$ cat src/rtl/fetch_pc_ctrl.sv
// Fetch-stage PC sequencer: arbitrates exception entry, ERET, redirects, stalls
// and sequential advance, buffering a redirect that lands during a stall.
//
// state | meaning
// RUN   | normal fetch; PC advances, redirects or holds on stall
// HOLD  | a redirect is buffered in pend_tgt until the stall releases
// FLUSH | one advancing cycle after exception/ERET; stale redirects ignored
module fetch_pc_ctrl #(
    parameter logic [31:0] RESET_PC  = 32'h0000_3000,
    parameter logic [31:0] EXC_ENTRY = 32'h0000_4180,
    parameter logic [31:0] PC_MIN    = 32'h0000_3000,
    parameter logic [31:0] PC_MAX    = 32'h0000_6ffc
) (
    input  logic        Clk,
    input  logic        Rst,
    input  logic        Stall,
    input  logic        Br_Valid,
    input  logic [31:0] Br_Target,
    input  logic        Exc_Req,
    input  logic        Eret_Req,
    input  logic [31:0] EPC,
    output logic [31:0] PC,
    output logic [31:0] PC8_Out,
    output logic        Redirect_Pending,
    output logic        Addr_Exc
);

    typedef enum logic [1:0] {
        RUN   = 2'd0,
        HOLD  = 2'd1,
        FLUSH = 2'd2
    } state_t;

    state_t      state_q, state_d;
    logic [31:0] pc_q, pc_d;
    logic [31:0] pend_tgt_q, pend_tgt_d;

    always_ff @(posedge Clk or posedge Rst) begin
        if (Rst) begin
            state_q    <= RUN;
            pc_q       <= RESET_PC;
            pend_tgt_q <= '0;
        end else begin
            state_q    <= state_d;
            pc_q       <= pc_d;
            pend_tgt_q <= pend_tgt_d;
        end
    end

    always_comb begin
        state_d    = state_q;
        pc_d       = pc_q;
        pend_tgt_d = pend_tgt_q;

        // Exception and ERET override any stall or buffered redirect.
        if (Exc_Req) begin
            pc_d       = EXC_ENTRY;
            state_d    = FLUSH;
            pend_tgt_d = '0;
        end else if (Eret_Req) begin
            pc_d       = EPC;
            state_d    = FLUSH;
            pend_tgt_d = '0;
        end else begin
            case (state_q)
                RUN: begin
                    if (Br_Valid && !Stall) begin
                        pc_d = Br_Target;
                    end else if (Br_Valid && Stall) begin
                        pend_tgt_d = Br_Target;
                        state_d    = HOLD;
                    end else if (!Stall) begin
                        pc_d = pc_q + 32'd4;
                    end
                end
                HOLD: begin
                    // Br_Valid here is a repeat from the same stalled instruction.
                    if (!Stall) begin
                        pc_d    = pend_tgt_q;
                        state_d = RUN;
                    end
                end
                FLUSH: begin
                    if (!Stall) begin
                        pc_d    = pc_q + 32'd4;
                        state_d = RUN;
                    end
                end
                default: begin
                    state_d = RUN;
                end
            endcase
        end
    end

    assign PC               = pc_q;
    assign PC8_Out          = pc_q + 32'd8;
    assign Redirect_Pending = (state_q == HOLD);
    assign Addr_Exc         = (pc_q[1:0] != 2'b00) || (pc_q < PC_MIN) || (pc_q > PC_MAX);

endmodule

$ cat config.mk
export PLATFORM = sky130hd
export DESIGN_NAME = fetch_pc_ctrl
export DESIGN_NICKNAME = d
export VERILOG_FILES = /design/src/rtl/fetch_pc_ctrl.sv
export SDC_FILE = /design/constraint.sdc
export NUM_CORES = 1
export LEC_CHECK = 0
export BUFFER_PORTS_ARGS = -buffer_cell sky130_fd_sc_hd__buf_2
export CAP_MARGIN = 15
export CORE_MARGIN = 2
export CORE_UTILIZATION = 50
export DETAILED_ROUTE_END_ITERATION = 8
export PLACE_DENSITY = 0.75
export SLEW_MARGIN = 20
export SYNTH_ARGS = -nofsm -noshare
export SYNTH_HDL_FRONTEND = slang
export SYNTH_SLANG_ARGS = --single-unit
$ cat constraint.sdc
create_clock -name Clk -period 4.7 [get_ports Clk]
set_input_delay 0.235 -clock Clk [delete_from_list [all_inputs] [get_ports Clk]]
set_output_delay 0.235 -clock Clk [all_outputs]
set_load 0.02 [all_outputs]
==> flow_summary.json, run 1 <==
{
  "numCtsBuffers": 9,
  "syn-mean-instance-area_um2": 7.53,
  "vias_per_cell": 6.33,
  "htreeDepth": 3,
  "fp.dieW_um": 105,
  "fill_cells": 955,
  "maxCapViolations": 0,
  "grt_max_degree": 67,
  "finish.cell_count_without_fillers": 904,
  "antenna_cells": 0,
  "cp_max_fo": 33,
  "start_kind": "register",
  "die_area_mm2": 0.0110,
  "synth_top_cells_by_area": "dfrtp_1 32%, nand2_1 10%, a21oi_1 6.7%",
  "syn-instance-count": 674,
  "gp_congestion": 0.966,
  "grt_pass1_wl_um": 29400,
  "crit_arrival_ns": 3.44,
  "path_clk_slew_ns": 0.08,
  "worst_pin_slew_ns": 0.986,
  "post-route-period-util_pct": 68.8,
  "synth_seq_area_share_pct": 32.6,
  "reg2reg_to": "PC[17]",
  "drive_gt1_share_pct": 22.4,
  "fmaxAchievable_mhz": 309,
  "leakage_uw": 0.00262,
  "synth_edf_count": 0,
  "switching_share_pct": 36.4,
  "synth_area_mm2": 0.00508,
  "multiInputGateArea_mm2": 0.00312,
  "vias": 5725,
  "routed_wl_um": 18500,
  "core_mm2": 0.00982,
  "clk_latency_ns": 0.35,
  "synth_fp_nets": 749,
  "regToRegStartpoint": "state_q[0]",
  "endpoint": "PC[17]",
  "dr.pass1.iters": 5,
  "first_global_vias": 5292,
  "cts_buffer_depth": 2,
  "pwr-share-clk_pct": 28.9,
  "tns_ns": 0,
  "synth.most_common_cell": "nand2_1",
  "crit_required_ns": 4.91,
  "placed_cells": 888,
  "yosysUniqueCellTypes": 64,
  "cts_sinks": 66,
  "ant_nets": 0,
  "crit_start": "state_q[0]",
  "yosysTopAreaCell": "dfrtp_1",
  "start_util_pct": 51.7,
  "finalSetupViolCount": 0,
  "yosys_warnings": 0,
  "slew_viol_final": 0,
  "ios": 136,
  "cts_hold_buf": 0,
  "regArea_mm2": 0.00165,
  "rrSetupSlack_ns": 1.47,
  "combPwrFrac_pct": 26.5,
  "first_iter_violations": 659,
  "post-place-ws_ns": 1.58,
  "path_class": "register to register",
  "async_flop_share_pct": 100,
  "pwr-share-seq_pct": 44.6,
  "synth-main-ff-cell": "dfrtp_1",
  "wl_per_cell_um": 20.4,
  "status": "finished, final reports clean",
  "relSlewSlack_pct": 34.3,
  "hpwl_um": 13400,
  "powerDensity_mw_per_mm2": 250,
  "hold_viol_final": 0,
  "p_int_uw": 937,
  "rows": 36,
  "min_path_type": "primary input to register",
  "io_buffers": 135,
  "syn2layout_area_growth_pct": 15.8,
  "worst_slack_ns": 1.47,
  "ff2ff_path_depth": 7,
  "crit_path_end_kind": "register",
  "skew_ns": 0.0132,
  "peakVddDrop_uv": 162,
  "layout.nets": 841,
  "synthTopCellsByCount": "140 x nand2_1, 68 x a21oi_1, 64 x dfrtp_1",
  "cts-root-buf": "clkbuf_8",
  "grt_use_total_pct": 33.9,
  "cts_setup_buffers": 0,
  "overflow": 0,
  "antenna_found_initial": 0,
  "post-route-drc-count": 0,
  "rsz0062_at_grt": "false",
  "p_switching_uw": 536,
  "synth_top_area_share_pct": 31.5,
  "cts_tree": "built",
  "final.min_clock_period_ns": 3.23,
  "ctsResizeCount": 0,
  "die_h_um": 105,
  "synth_seq_cells": 66
}
## per-layer routing
metal	GRT usage, %	vias to the layer above	wire [µm]
li1	-	2576	-
met1	50.4	2680	7650
met2	48.8	414	8010
met3	5.80	55	2180
met4	13.1	0	621
met5	0	-	0
## power by group through the flow
stage / clock network, µW / logic [µW] / registers, µW
2_1_floorplan: 0 / 249 / 653
3_3_place_gp: 0 / 379 / 664
3_5_place_dp: 0 / 382 / 665
4_1_cts: 427 / 383 / 654
5_1_grt: 457 / 418 / 661
6_report: 426 / 390 / 657
## how the worst min path moves through the flow
stage / endpoint / startpoint / cells past startpoint / slack, ns
6_report: PC[4] / EPC[4] / 3 / 0.09
5_1_grt: PC[3] / EPC[3] / 3 / 0.11
4_1_cts: PC[4] / EPC[4] / 3 / 0.08
3_5_place_dp: PC[4] / EPC[4] / 3 / 0.45
3_3_place_gp: PC[3] / EPC[3] / 3 / 0.44
2_1_floorplan: PC[13] / EPC[13] / 2 / 0.33
## metrics by stage
step	total power [µW]	hold WS, ns	util (%)	instance area, µm²
floorplan	902	0.327	-	5080
global placement	1040	0.442	58.2	5720
detailed placement	1050	0.453	58.2	5720
CTS	1460	0.0843	59.9	5880
global route	1540	0.110	59.9	5880
finish	1470	0.0865	59.9	5880
## area by class of cell
cell class / instances / area share [%]
Sequential cell: 66 / 28.1
Timing Repair Buffer: 143 / 12.5
Clock inverter: 3 / 0.255
Tap cell: 133 / 2.83
Multi-Input combinational cell: 535 / 53.0
Clock buffer: 13 / 2.53
Inverter: 11 / 0.702
## layout by cell type (no fill, tap or decap), drive strengths merged, types with 18 or more instances in the layout
cell type,Yosys,layout
o21ai,33,33
dfrtp,64,64
a21oi,68,68
xor2,20,20
nand4,18,18
nor2,46,46
xnor2,29,29
nand3,19,19
buf,24,143
nand2,141,141
## cells by family (layout without fill, tap and decap cells)
family,Yosys count,count (layout),synth area share (%)
buffers and inverters,73,170,6.01
muxes,6,6,1.21
adders and majority gates,5,5,1.23
AOI/OAI and AO/OA,186,186,23.2
DFF,66,66,32.6
xor gates and xnor gates,49,49,8.45
and+or+nand+nor,289,289,27.3
## state kept, by name, indices dropped and copies added, names as in the netlist
register	flops
pend_tgt_q	32
state_q	2
PC	32
## critical path, stage by stage, from the launching register on
cell and delay, ns:
dfrtp_1 0.40, inv_1 0.09, ha_1 0.95, o2bb2ai_1 0.24, nand2b_1 0.55, nand2_1 0.37, a21oi_1 0.10, a2111oi_0 0.39
(Power assumes the default switching activity.)
==> run 2, diff against run 1 <==
CORE_UTILIZATION = 49   (was 50)
PLACE_DENSITY = 0.77   (was 0.75)
clock period = 2.95 ns   (was 4.7 ns; I/O delays follow)
==> flow_summary.json, run 2 (synthesized netlist as in run 1, its figures left out) <==
{
  "grt_max_degree": 46,
  "min_path_type": "primary input to register",
  "fp.dieW_um": 106,
  "final_cell_mix": "140 x nand2_1, 135 x buf_2, 68 x a21oi_1, 64 x dfrtp_1, 46 x nor2_1",
  "maxCapViolations": 0,
  "final_common_cell": "nand2_1",
  "hold_viol_final": 0,
  "cts_hold_buf": 2,
  "powerDensity_mw_per_mm2": 420,
  "hold_depth": 3,
  "vias_per_cell": 6.22,
  "critPathMaxStageDelay_ns": 0.52,
  "worst_pin_slew_ns": 0.849,
  "cts_buffer_depth": 2,
  "numCtsBuffers": 9,
  "die_h_um": 106,
  "cts_tree": "built",
  "io_buffers": 135,
  "status": "finished, final reports clean",
  "cp.depth": 7,
  "wl_per_cell_um": 20.4,
  "path_class": "register to primary output",
  "clk_latency_ns": 0.35,
  "dr.pass1.iters": 5,
  "routed_wl_um": 19000,
  "ant_nets": 0,
  "cp_cell_sequence": "ha_1 -> nand3_2 -> nor3_2 -> and4_1 -> nand3_1 -> xnor2_1 -> buf_2",
  "leakage_uw": 0.00277,
  "finalSetupViolCount": 0,
  "grt_pass1_wl_um": 29300,
  "rows": 37,
  "gp_congestion": 0.980,
  "final.min_clock_period_ns": 2.79,
  "post-route-period-util_pct": 94.7,
  "core_mm2": 0.0102,
  "first_global_vias": 5221,
  "ctsResizeCount": 0,
  "start_util_pct": 49.9,
  "layout.nets": 868,
  "peakVddDrop_uv": 230,
  "cp_max_fo": 10,
  "die_area_mm2": 0.0112,
  "antenna_cells": 0,
  "vias": 5807,
  "cts_sinks": 66,
  "drive_gt1_share_pct": 24.9,
  "crit_path_end_kind": "primary output",
  "grt_use_total_pct": 33.8,
  "cp_top_family": "simple AND/OR/NAND/NOR gates",
  "htreeDepth": 3,
  "crit_buf_inv": 1,
  "slew_viol_final": 0,
  "hpwl_um": 14100,
  "overflow": 0,
  "start_kind": "register",
  "antenna_found_initial": 0,
  "path_clk_slew_ns": 0.08,
  "ios": 136,
  "skew_ns": 0.0149,
  "syn2layout_area_growth_pct": 21.1,
  "crit_arrival_ns": 2.65,
  "tns_ns": 0,
  "critPathSlowestCell": "nor3_2",
  "cts_setup_buffers": 0,
  "post-place-ws_ns": 0.485,
  "crit_required_ns": 2.80,
  "worst_slack_ns": 0.157,
  "rsz0062_at_grt": "false",
  "post-route-drc-count": 0,
  "cts-root-buf": "clkbuf_8",
  "fmaxAchievable_mhz": 358,
  "ff2ff_path_depth": 8,
  "relSlewSlack_pct": 43.3,
  "hold_slack_ns": 0.0115,
  "first_iter_violations": 785
}
-- run 2: worst reg2reg max path: cells and delay by family (launching register included) --
family,cells,cell delay [ns]
AO/OA/AOI/OAI,5,1.06
adder cells (fa/ha/maj),1,0.45
AND/OR/NAND/NOR,1,0.48
buffers and inverters,1,0.08
flip-flops,1,0.41
-- run 2: final timing paths --
check                                 end  slack, ns            from
max                           PC8_Out[31]       0.16           PC[3]
min                                 PC[4]       0.01          EPC[4]
max reg2reg                        PC[17]       0.28      state_q[0]
min reg2reg                pend_tgt_q[27]       0.53  pend_tgt_q[27]
max in group asynchronous  pend_tgt_q[31]       1.78             Rst
min in group asynchronous          PC[10]       0.48             Rst
-- run 2: final cells by class --
cell class / count / area, µm²
Clock buffer: 11 / 141
Clock inverter: 5 / 77.6
Fill cell: 958 / 4040
Inverter: 11 / 42.5
Multi-Input combinational cell: 535 / 3120
Sequential cell: 66 / 1650
Tap cell: 136 / 170
Timing Repair Buffer: 170 / 946
-- run 2: routing by layer --
| metal | wire [µm] | up-vias | global-route usage (%) |
|---|---|---|---|
| met4 | 537 | 0 | 10.6 |
| li1 | - | 2628 | - |
| met5 | 0 | - | 0 |
| met1 | 7980 | 2709 | 50.6 |
| met3 | 2440 | 52 | 7.11 |
| met2 | 8090 | 418 | 48.7 |
-- run 2: through the flow --
stage | power (µW) | cell area, µm² | util, % | cells
after floorplan | 1440 | 5080 | - | 674
after global placement | 1680 | 5900 | 57.9 | 915
after detailed placement | 1690 | 5900 | 57.9 | 915
final | 2580 | 6150 | 60.4 | 934
after CTS | 2560 | 6140 | 60.3 | 933
after global routing | 2670 | 6150 | 60.4 | 934
-- run 2: power by group --
| part | internal [µW] | switching, µW |
|---|---|---|
| clock | 497 | 383 |
| sequential | 944 | 91.7 |
| combinational | 243 | 421 |
==> run 3, diff against run 2 <==
RECOVER_POWER = 50   (was default)
==> flow_summary.json, run 3 (synthesized netlist as in run 1, its figures left out) <==
{
  "ant_nets": 0,
  "cts_setup_buffers": 0,
  "core_mm2": 0.0102,
  "first_global_vias": 5221,
  "path_class": "register to primary output",
  "placed_cells": 915,
  "worst_pin_slew_ns": 2.17,
  "syn2layout_area_growth_pct": 20.1,
  "io_buffers": 135,
  "fill_cells": 978,
  "die_area_mm2": 0.0112,
  "vias": 5815,
  "skew_ns": 0.0119,
  "relSlewSlack_pct": -45.7,
  "rsz0062_at_grt": "false",
  "path_clk_slew_ns": 0.08,
  "cts-root-buf": "clkbuf_8",
  "numCtsBuffers": 9,
  "grt_use_total_pct": 33.8,
  "cts_tree": "built",
  "routed_wl_um": 19100,
  "crit_path_end_kind": "primary output",
  "clk_latency_ns": 0.35,
  "tns_ns": 0,
  "ios": 136,
  "total_power_uw": 2570,
  "htreeDepth": 3,
  "antenna_found_initial": 0,
  "multiInputGateArea_mm2": 0.00312,
  "dr.pass1.iters": 6,
  "finalSetupViolCount": 0,
  "peakVddDrop_uv": 227,
  "vias_per_cell": 6.23,
  "hold_slack_ns": 0.00650,
  "post-route-period-util_pct": 94.7,
  "wl_per_cell_um": 20.5,
  "die_h_um": 106,
  "start_util_pct": 49.9,
  "overflow": 0,
  "leakage_uw": 0.00265,
  "powerDensity_mw_per_mm2": 421,
  "hold_viol_final": 0,
  "crit_required_ns": 2.80,
  "final_common_cell": "nand2_1",
  "finish.cell_count_without_fillers": 934,
  "cts_sinks": 66,
  "ff2ff_path_depth": 8,
  "fp.dieW_um": 106,
  "ctsResizeCount": 0,
  "first_iter_violations": 826,
  "drive_gt1_share_pct": 20.9,
  "final_cell_mix": "140 x nand2_1, 108 x buf_2, 68 x a21oi_1, 64 x dfrtp_1, 46 x nor2_1",
  "fmaxAchievable_mhz": 358,
  "cts_buffer_depth": 2,
  "grt_pass1_wl_um": 29300,
  "slew_viol_final": 46,
  "cp_max_fo": 10,
  "violations": "capacitance limit, slew limit",
  "gp_congestion": 0.980,
  "final.min_clock_period_ns": 2.80,
  "crit_arrival_ns": 2.65,
  "layout.nets": 868,
  "antenna_cells": 0,
  "hold_depth": 3,
  "maxCapViolations": 1,
  "grt_max_degree": 46,
  "status": "finished, violations left",
  "min_path_type": "primary input to register",
  "cts_hold_buf": 2,
  "start_kind": "register",
  "rows": 37,
  "rrSetupSlack_ns": 0.33,
  "hpwl_um": 14100,
  "regArea_mm2": 0.00165,
  "post-route-drc-count": 0,
  "utilization_pct": 59.9
}
==> run 3: cell count changes in the layout (fill, tap and decap cells not counted) <==
cell	change
buf_2	-27
buf_4	-5
clkinvlp_2	+1
clkinv_2	-1
clkbuf_1	+32
==> run 3: stage by stage <==
step | area, µm² | setup WS, ns
2_1_floorplan | 5080 | 0.608
3_3_place_gp | 5900 | 0.554
3_5_place_dp | 5900 | 0.485
4_1_cts | 6140 | 0.175
5_1_grt | 6100 | 0.00364
6_report | 6100 | 0.155
==> run 3: per-layer routing <==
metal	vias up	GRT usage [%]	part of all wire (%)
met5	-	0	0
met4	0	10.6	2.7
met3	55	7.11	13
met2	442	48.7	43
met1	2684	50.6	42
li1	2634	-	-
==> run 3: worst max-delay path, cell delays in order (launching register included) <==
cell,delay [ns]
dfrtp_1,0.47
ha_1,0.26
nand3_2,0.24
nor3_2,0.51
and4_1,0.36
nand3_1,0.11
xnor2_1,0.15
buf_2,0.18
==> run 3: worst paths after layout <==
kind	endpoint	from
worst max-delay path	PC8_Out[31]	PC[3]
worst min-delay path	PC[4]	EPC[4]
worst max register to register	PC[17]	state_q[0]
worst min register to register	pend_tgt_q[9]	pend_tgt_q[9]
max in group asynchronous	pend_tgt_q[31]	Rst
min in group asynchronous	PC[10]	Rst
==> run 3: power by group <==
part	internal, µW	switching (µW)
combinational	231	421
sequential	945	92.8
clock	497	380
==> run 3: final cells by class <==
class                   instances  area share (%)
clock buffers                  11            2.32
clock inverters                 5            1.27
inverters                      11           0.698
multi-input cells             535            51.1
flip-flops and latches         66            27.1
well taps                     136            2.79
repair buffers                170            14.7
